==> config.mk <==
export PLATFORM = sky130hd
export DESIGN_NAME = multi_scanner_controller
export DESIGN_NICKNAME = d
export VERILOG_FILES = /design/src/rtl/multi_scanner_controller.sv
export SDC_FILE = /design/constraint.sdc
export NUM_CORES = 1
export LEC_CHECK = 0
export ABC_AREA = 1
export CORE_MARGIN = 1
export CORE_UTILIZATION = 30
export CTS_CLUSTER_DIAMETER = 50
export DETAILED_ROUTE_END_ITERATION = 10
export HOLD_SLACK_MARGIN = 0.15
export PLACE_DENSITY_LB_ADDON = 0.05
export SYNTH_ARGS = -nofsm -noshare
export SYNTH_HDL_FRONTEND = slang
export SYNTH_SLANG_ARGS = --single-unit
export TNS_END_PERCENT = 100
==> constraint.sdc <==
create_clock -name clk -period 4.3 [get_ports clk]
set_input_delay 0.645 -clock clk [delete_from_list [all_inputs] [get_ports clk]]
set_output_delay 0.645 -clock clk [all_outputs]
set_load 0.03 [all_outputs]
==> src/rtl/multi_scanner_controller.sv <==
// Multi-scanner ping-pong collection controller: scanners collect in rotation, wake their
// successor to standby ahead of the handoff, and share a single transfer/flush path.
module multi_scanner_controller #(
  parameter int unsigned NUM_SCAN  = 2,
  parameter int unsigned DEPTH     = 10,
  parameter int unsigned STBY_LVL  = 8,
  parameter int unsigned XFER_LVL  = 9,
  parameter int unsigned FLUSH_CYC = 3,
  localparam int unsigned CW       = $clog2(DEPTH + 1)
) (
  input  logic                   clk,
  input  logic                   reset,
  input  logic                   startScan,
  input  logic                   startTransfer,
  output logic [NUM_SCAN-1:0]    transfer_me,
  output logic [NUM_SCAN-1:0]    go_to_standby,
  output logic [NUM_SCAN-1:0]    flush,
  output logic [4*NUM_SCAN-1:0]  state_o,
  output logic [CW*NUM_SCAN-1:0] fill_o,
  output logic                   overrun
);

  localparam int unsigned FCW = (FLUSH_CYC > 1) ? $clog2(FLUSH_CYC) : 1;

  localparam logic [CW-1:0]  FillOne   = CW'(1);
  localparam logic [CW-1:0]  FillStby  = CW'(STBY_LVL);
  localparam logic [CW-1:0]  FillXfer  = CW'(XFER_LVL);
  localparam logic [CW-1:0]  FillLast  = CW'(DEPTH - 1);
  localparam logic [CW-1:0]  FillFull  = CW'(DEPTH);
  localparam logic [FCW-1:0] FlushLast = FCW'(FLUSH_CYC - 1);

  typedef enum logic [3:0] {
    StLowPower     = 4'd0,
    StStandby      = 4'd1,
    StCollecting   = 4'd2,
    StIdle         = 4'd3,
    StTransferring = 4'd4,
    StFlushing     = 4'd5
  } state_e;

  state_e         state_q [NUM_SCAN];
  state_e         state_d [NUM_SCAN];
  logic [CW-1:0]  fill_q  [NUM_SCAN];
  logic [CW-1:0]  fill_d  [NUM_SCAN];
  logic [FCW-1:0] flush_cnt_q, flush_cnt_d;
  logic           overrun_q, overrun_d;

  logic [NUM_SCAN-1:0] gts, full_edge, wake, handoff, is_idle, is_stby, idle_sel;
  logic                all_low, busy, grant;

  always_comb begin
    all_low   = 1'b1;
    busy      = 1'b0;
    gts       = '0;
    full_edge = '0;
    is_idle   = '0;
    is_stby   = '0;
    for (int i = 0; i < NUM_SCAN; i++) begin
      if (state_q[i] != StLowPower) all_low = 1'b0;
      if (state_q[i] inside {StTransferring, StFlushing}) busy = 1'b1;
      gts[i]       = (state_q[i] == StCollecting) && (fill_q[i] == FillStby);
      full_edge[i] = (state_q[i] == StCollecting) && (fill_q[i] == FillLast);
      is_idle[i]   = (state_q[i] == StIdle);
      is_stby[i]   = (state_q[i] == StStandby);
    end
    // Bit j of these sees scanner j-1 (mod NUM_SCAN), i.e. its predecessor in the ring.
    wake     = {gts[NUM_SCAN-2:0], gts[NUM_SCAN-1]};
    handoff  = {full_edge[NUM_SCAN-2:0], full_edge[NUM_SCAN-1]};
    idle_sel = is_idle & (~is_idle + 1'b1);
    grant    = startTransfer & ~busy;
    // A handoff to a successor that is not ready to collect loses data.
    overrun_d = overrun_q | (|(handoff & ~is_stby));
  end

  always_comb begin
    flush_cnt_d = flush_cnt_q;
    for (int i = 0; i < NUM_SCAN; i++) begin
      state_d[i] = state_q[i];
      fill_d[i]  = fill_q[i];
      case (state_q[i])
        StLowPower: begin
          if (i == 0 && startScan && all_low) begin
            state_d[i] = StCollecting;
            fill_d[i]  = '0;
          end else if (wake[i]) begin
            state_d[i] = StStandby;
          end
        end
        StStandby: begin
          if (handoff[i]) begin
            state_d[i] = StCollecting;
            fill_d[i]  = '0;
          end
        end
        StCollecting: begin
          if (fill_q[i] >= FillLast) begin
            state_d[i] = StIdle;
            fill_d[i]  = FillFull;
          end else begin
            fill_d[i] = fill_q[i] + FillOne;
          end
        end
        StIdle: begin
          if (grant && idle_sel[i]) state_d[i] = StTransferring;
        end
        StTransferring: begin
          if (fill_q[i] <= FillOne) begin
            state_d[i]  = StFlushing;
            fill_d[i]   = '0;
            flush_cnt_d = '0;
          end else begin
            fill_d[i] = fill_q[i] - FillOne;
          end
        end
        StFlushing: begin
          if (flush_cnt_q >= FlushLast) begin
            state_d[i]  = StLowPower;
            flush_cnt_d = '0;
          end else begin
            flush_cnt_d = flush_cnt_q + FCW'(1);
          end
        end
        default: begin
          state_d[i] = StLowPower;
          fill_d[i]  = '0;
        end
      endcase
    end
  end

  always_ff @(posedge clk or negedge reset) begin
    if (!reset) begin
      for (int i = 0; i < NUM_SCAN; i++) begin
        state_q[i] <= StLowPower;
        fill_q[i]  <= '0;
      end
      flush_cnt_q <= '0;
      overrun_q   <= 1'b0;
    end else begin
      for (int i = 0; i < NUM_SCAN; i++) begin
        state_q[i] <= state_d[i];
        fill_q[i]  <= fill_d[i];
      end
      flush_cnt_q <= flush_cnt_d;
      overrun_q   <= overrun_d;
    end
  end

  always_comb begin
    state_o     = '0;
    fill_o      = '0;
    transfer_me = '0;
    flush       = '0;
    for (int i = 0; i < NUM_SCAN; i++) begin
      state_o[4*i +: 4]  = state_q[i];
      fill_o[CW*i +: CW] = fill_q[i];
      transfer_me[i]     = (state_q[i] inside {StCollecting, StIdle}) && (fill_q[i] >= FillXfer);
      flush[i]           = (state_q[i] == StFlushing);
    end
    go_to_standby = gts;
    overrun       = overrun_q;
  end

endmodule
==> load_flow_metrics.sql <==
INSERT INTO impl_metrics (metric_group, metric, value, unit) VALUES
('status', 'status', 'complete, no violations', ''),
('sta', 'finalSetupViolations', '0', ''),
('critical_path', 'timing_worst_setup_path_type', 'reg2out', ''),
('clock_tree', 'htree_num_levels', '1', ''),
('final_layout', 'areaGrowthSynthToFinish', '23.2', '%'),
('route', 'antenna_left', '0', ''),
('critical_path', 'timing.critical_path.cells', 'inv_1 -> ha_1 -> nand3_1 -> nand2_1 -> nor2_1 -> clkdlybuf4s50_1', ''),
('sta', 'slew_at_the_pin_closest_to_its_max_slew_limit', '851', 'ps'),
('placement', 'placed_cells', '268', ''),
('grt', 'grt_pass1_vias', '1285', ''),
('clock_tree', 'clk-insertion-delay-late', '250', 'ps'),
('clock_tree', 'cts_hold_buf', '0', ''),
('clock_tree', 'numClockSinks', '17', ''),
('sta', 'slew_headroom', '0.431', ''),
('grt', 'wire_length_of_the_first_global_routing_pass', '5910', 'um'),
('yosys', 'synth_enable_flop_cells', '0', ''),
('sta', 'fmax', '373', 'MHz'),
('sta', 'timing.final.crit_period', '2680', 'ps'),
('final_layout', 'num-nets-final', '233', ''),
('clock_tree', 'root_buffer', 'sky130_fd_sc_hd__clkbuf_8', ''),
('power', 'worst_ir_drop_vdd', '0.262', 'mV'),
('placement', 'preCtsSetupSlack', '1880', 'ps'),
('final_layout', 'finalNonFillerCells', '272', ''),
('route', 'dr.pass1.iters', '4', ''),
('critical_path', 'critPathMaxStageDelay', '680', 'ps'),
('floorplanning', 'rows', '24', ''),
('placement', 'postPlaceCellArea', '0.00167', 'mm^2'),
('route', 'remaining_drc_errors', '0', ''),
('sta', 'period_share', '0.623', ''),
('power', 'static-leakage-power', '0.852', 'nW'),
('clock_tree', 'cts_post_setup_buffers_inserted', '0', ''),
('placement', 'routability_driven_placement_congestion_ratio', '0.758', ''),
('grt', 'grt_max_degree', '18', ''),
('floorplanning', 'die_area', '0.00491', 'mm^2'),
('critical_path', 'element_type_at_the_critical_path_start', 'flip-flop', ''),
('yosys', 'syn_area_per_cell', '7.13', 'um^2'),
('run', 'drv_cap', '0', ''),
('placement', 'place.detailed.hpwl', '2630', 'um'),
('floorplanning', 'ioPinCount', '27', ''),
('clock_tree', 'numCtsBuffers', '3', ''),
('sta', 'grt_setup_unrepaired', 'no', ''),
('sta', 'finalWorstSetupSlack', '1620', 'ps'),
('yosys', 'synth.yosys.seq_area_share', '0.306', ''),
('sta', 'finalSetupTns', '0', 'ps'),
('clock_tree', 'cts.clk_slew.worst_paths', '70', 'ps'),
('yosys', 'synth.yosys.warnings', '0', ''),
('floorplanning', 'fp.dieH', '70.1', 'um'),
('critical_path', 'worst_ep_required_time', '3650', 'ps'),
('yosys', 'postSynth.asyncResetShare', '1.00', ''),
('route', 'routed_via_density', '4.70', ''),
('clock_tree', 'cts_max_path_buffers', '2', ''),
('yosys', 'post_synth_instance_area', '0.00139', 'mm^2'),
('critical_path', 'critical_path.top_delay_family', 'buffers and inverters', ''),
('power', 'p_per_area', '761', 'mW/mm^2'),
('critical_path', 'cp_slowest_cell', 'sky130_fd_sc_hd__clkdlybuf4s50_1', ''),
('final_layout', 'fillCellCount', '468', ''),
('clock_tree', 'tritoncts', 'done', ''),
('final_layout', 'antenna-diode-count', '0', ''),
('route', 'detailedRoute.firstIterationViolations', '70', ''),
('sta', 'clock_skew', '1.81', 'ps'),
('yosys', 'synthesis.instances', '195', ''),
('floorplanning', 'floorplan.initialDensity', '0.315', ''),
('grt', 'overflow_left_after_global_routing', '0', ''),
('critical_path', 'critPathMaxFanout', '6', ''),
('placement', 'place.port_buffers', '24', ''),
('power', 'power.total', '0.00130', 'W'),
('floorplanning', 'die_wd', '70.1', 'um'),
('yosys', 'synth-main-ff-cell', 'sky130_fd_sc_hd__dfrtp_1', ''),
('route', 'routedWlPerCell', '12.0', 'um'),
('sta', 'timing.final.max_slew_violations', '0', ''),
('final_layout', 'post-route-cell-area', '0.00171', 'mm^2'),
('yosys', 'ys_seq_elements', '17', ''),
('hold_path', 'hold_path_class', 'reg2reg', ''),
('yosys', 'synthDistinctLibCells', '29', ''),
('critical_path', 'critical_path_buf_inv_count', '2', ''),
('route', 'wirelength_routed', '3270', 'um'),
('grt', 'antenna_found_initial', '0', ''),
('floorplanning', 'floorplan.core_area', '0.00441', 'mm^2'),
('critical_path', 'setup.worst_path.end_class', 'primary output', ''),
('critical_path', 'worst_ep_arrival_time', '2030', 'ps'),
('route', 'vias', '1279', ''),
('grt', 'grt_usage', '0.148', ''),
('final_layout', 'drive_above_1_share', '0.150', ''),
('sta', 'report.final.hold_viol_count', '0', ''),
('clock_tree', 'cts_repair_resize_count', '0', '');
## cells in the mapped netlist (5+ instances only)
library cell              instances  area share
sky130_fd_sc_hd__o21ai_0          7       0.025
sky130_fd_sc_hd__nor2_1          11       0.030
sky130_fd_sc_hd__nor3_1           5       0.018
sky130_fd_sc_hd__ha_1             8       0.072
sky130_fd_sc_hd__inv_1           23       0.062
sky130_fd_sc_hd__nand4_1          5       0.023
sky130_fd_sc_hd__dfrtp_1         17        0.31
sky130_fd_sc_hd__nand2_2         12       0.054
sky130_fd_sc_hd__inv_2            7       0.019
sky130_fd_sc_hd__nand3_1         13       0.047
sky130_fd_sc_hd__nand2_1         47        0.13
## sequential cells by signal, indices dropped and copies added (netlist names)
signal	cells
overrun	1
state_o	6
flush_cnt_q	2
fill_o	8
## layer usage
metal | vias to the layer above | GRT usage | routed length (um)
met3 | 5 | 0.0274 | 110
li1 | 672 | - | -
met2 | 23 | 0.237 | 1550
met1 | 579 | 0.197 | 1560
met4 | 0 | 0.0578 | 54
met5 | - | 0 | 0
## per-stage QoR
| stage | utilization | hold WS [ps] |
|---|---|---|
| 2_1_floorplan | - | 349 |
| 3_3_place_gp | 0.378 | 484 |
| 3_5_place_dp | 0.378 | 496 |
| 4_1_cts | 0.388 | 506 |
| 5_1_grt | 0.388 | 545 |
| 6_report | 0.388 | 496 |
## worst reg2reg max path, stage by stage (launching register included)
cell,delay [ps]
sky130_fd_sc_hd__dfrtp_1,440
sky130_fd_sc_hd__inv_1,130
sky130_fd_sc_hd__ha_1,250
sky130_fd_sc_hd__nand3_1,90
sky130_fd_sc_hd__nand2_1,80
sky130_fd_sc_hd__nand2_1,120
sky130_fd_sc_hd__nand2_2,70
sky130_fd_sc_hd__nor2_2,180
sky130_fd_sc_hd__nand2_2,90
sky130_fd_sc_hd__nand2_1,60
sky130_fd_sc_hd__nand2_1,50
## worst paths after layout
path | from | to | slack [ps] | cells past startpoint
max in group asynchronous | reset | fill_o[5] | 2900 | 1
hold reg to reg | flush_cnt_q[0] | flush_cnt_q[0] | 500 | 1
min in group asynchronous | reset | fill_o[7] | 870 | 1
setup reg to reg | fill_o[0] | state_o[0] | 2630 | 10
hold / removal | flush_cnt_q[0] | flush_cnt_q[0] | 500 | 1
setup / recovery | fill_o[0] | transfer_me[0] | 1620 | 6
## report_power, final
part	total (W)	switching (W)	internal (W)
combinational	0.000850	0.000528	0.000322
sequential	0.000329	0.000105	0.000224
clock	0.000123	0.0000577	0.0000658
total	0.00130	0.000691	0.000611
## area by class of cell
cell class	count	area, um^2	area share
Multi-Input combinational cell	145	825	0.481
Sequential cell	17	425	0.248
Timing Repair Buffer	24	240	0.140
Inverter	30	113	0.0657
Tap cell	52	65.1	0.0380
Clock buffer	4	45.0	0.0263
## cells by family after synthesis
family / share of synthesized area
other cells: 0.00270
flops: 0.306
buf+inv: 0.104
compound gates: 0.102
fa+ha+maj: 0.0720
simple gates: 0.376
xor+xnor: 0.0378
## layout by cell type (no fill, tap or decap)
master and instances:
sky130_fd_sc_hd__nand2_1 47, sky130_fd_sc_hd__clkdlybuf4s50_1 24, sky130_fd_sc_hd__clkbuf_1 1, sky130_fd_sc_hd__nor2_1 11
sky130_fd_sc_hd__xnor2_1 4, sky130_fd_sc_hd__nand2_2 12, sky130_fd_sc_hd__nor2_4 4, sky130_fd_sc_hd__conb_1 2
sky130_fd_sc_hd__o21ai_0 7, sky130_fd_sc_hd__nor2_2 4, sky130_fd_sc_hd__inv_1 23, sky130_fd_sc_hd__nand3b_1 1
sky130_fd_sc_hd__xor2_1 2, sky130_fd_sc_hd__nor3_1 5, sky130_fd_sc_hd__nand4_1 5, sky130_fd_sc_hd__a21o_1 2
sky130_fd_sc_hd__inv_2 7, sky130_fd_sc_hd__nand3_2 2, sky130_fd_sc_hd__o21ai_1 1, sky130_fd_sc_hd__ha_1 8
sky130_fd_sc_hd__a21boi_0 1, sky130_fd_sc_hd__o22ai_1 4, sky130_fd_sc_hd__a31oi_1 3, sky130_fd_sc_hd__a21oi_1 4
sky130_fd_sc_hd__clkbuf_8 3, sky130_fd_sc_hd__nand2_4 1, sky130_fd_sc_hd__dfrtp_1 17, sky130_fd_sc_hd__nand3_1 13
sky130_fd_sc_hd__o211ai_1 2
Power figures use the tool's default switching activity.
==> patch, RTL diff (same flow settings) <==
Make the reset (`reset`) synchronous in one clocked block.
--- a/src/rtl/multi_scanner_controller.sv
+++ b/src/rtl/multi_scanner_controller.sv
@@ -128,7 +128,7 @@
     end
   end
 
-  always_ff @(posedge clk or negedge reset) begin
+  always_ff @(posedge clk) begin
     if (!reset) begin
       for (int i = 0; i < NUM_SCAN; i++) begin
         state_q[i] <= StLowPower;
Function: differs if reset is asserted again (counterexample within 4 cycles, from zero or initial values and one cycle with reset low); with reset held inactive, the same outputs for 10 cycles.
==> patch against the unedited design <==
- via count is 9.5% higher
- area after synthesis is 2.2% higher
- hold slack worse by 0.0076 ns
- non-clock buffer count stayed put
- highest routed layer unchanged
- die area is 2.1% higher
- sequential cell count stayed put
- synthesized cell count is 15% higher
- cell area is 1.7% higher
- maximum frequency is 0.32% higher
- setup slack better by 0.0084 ns
- routed wire length is 7.2% higher
- largest cell class unchanged
- total power is 24% lower
==> patch: results (changes against the unedited design) <==
- Commonest cells in the netlist: 34 x nand2_1, 31 x nor2_1, 30 x inv_1, 21 x a21oi_1, 20 x nand3_1 (was 47 x nand2_1, 23 x inv_1, 17 x dfrtp_1, 13 x nand3_1, 12 x nand2_2)
- Place WS: 1.914 ns (was 1.882 ns)
- Power Density: 566.7 nW/µm² (was 760.6 nW/µm²)
- Synth Area in Adders: 0.07048 (was 0.07201)
- R2R setup slack: 2.60 ns (was 2.63 ns)
- Routability cong.: 0.9257 (was 0.7578)
- Worst R2R End: state_q[0][2] (was state_o[0])
- Final Cycle Share: 0.6210 (was 0.6230)
- Clock share of power: 0.128 (was 0.095)
- Share of layout cells above drive strength 1: 0.1492 (was 0.1500)
- Met3 Use GR: 0.02849 (was 0.02742)
- Gate power share: 0.619 (was 0.653)
- Peak supply drop: 0.2120 mV (was 0.2617 mV)
- Hold Startpoint: overrun (was flush_cnt_q[0])
- Primary FF master, synth: dfxtp_1 (was dfrtp_1)
- Outcome: finished, final reports clean (unchanged)
- Sw frac: 0.5074 (was 0.5308)
- Post-Syn Instances: 224 (was 195)
- Non-filler cells, final: 300 (was 272)
- Complex-gate fraction of the synthesized area: 0.1251 (was 0.1017)
- Vias in the first global route: 1329 (was 1285)
- Met2 GRT Util: 0.2318 (was 0.2372)
- Sequential-to-total area share from yosys stat: 0.2396 (was 0.3060)
- Async S/R FF share, synth: 0 (was 1.000)
- Post-synth cell types: 28 (was 29)
- Wirelength, routed: 3506 µm (was 3269 µm)
- Leakage: 0.7499 nW (was 0.8524 nW)
- R2r worst-path depth: 8 (was 10)
- First-pass GRT wire length: 6147 µm (was 5906 µm)
-- patch: changes by cell type after synthesis, sizes merged, moves of 3 or more --
cell   change
nand2     -14
inv        +7
a21oi     +17
dfrtp     -17
nand4      -4
nor2      +22
nand3      +7
a31oi      -3
dfxtp     +17
-- patch: area by class of cell --
| type | count | area, µm² | share of cell area |
|---|---|---|---|
| multi-input combinational | 165 | 908.4 | 0.5216 |
| sequential | 17 | 340.3 | 0.1954 |
| timing repair buffer | 24 | 240.2 | 0.1379 |
| inverter | 38 | 142.6 | 0.08190 |
| tap | 52 | 65.06 | 0.03736 |
| clock buffer | 4 | 45.04 | 0.02586 |
-- patch: per-layer routing --
| metal | routed length (µm) | part of all wire | vias to the layer above |
|---|---|---|---|
| li1 | - | - | 755 |
| met1 | 1827 | 0.52 | 614 |
| met2 | 1525 | 0.43 | 27 |
| met3 | 114 | 0.033 | 4 |
| met4 | 39 | 0.011 | 0 |
| met5 | 0 | 0 | - |
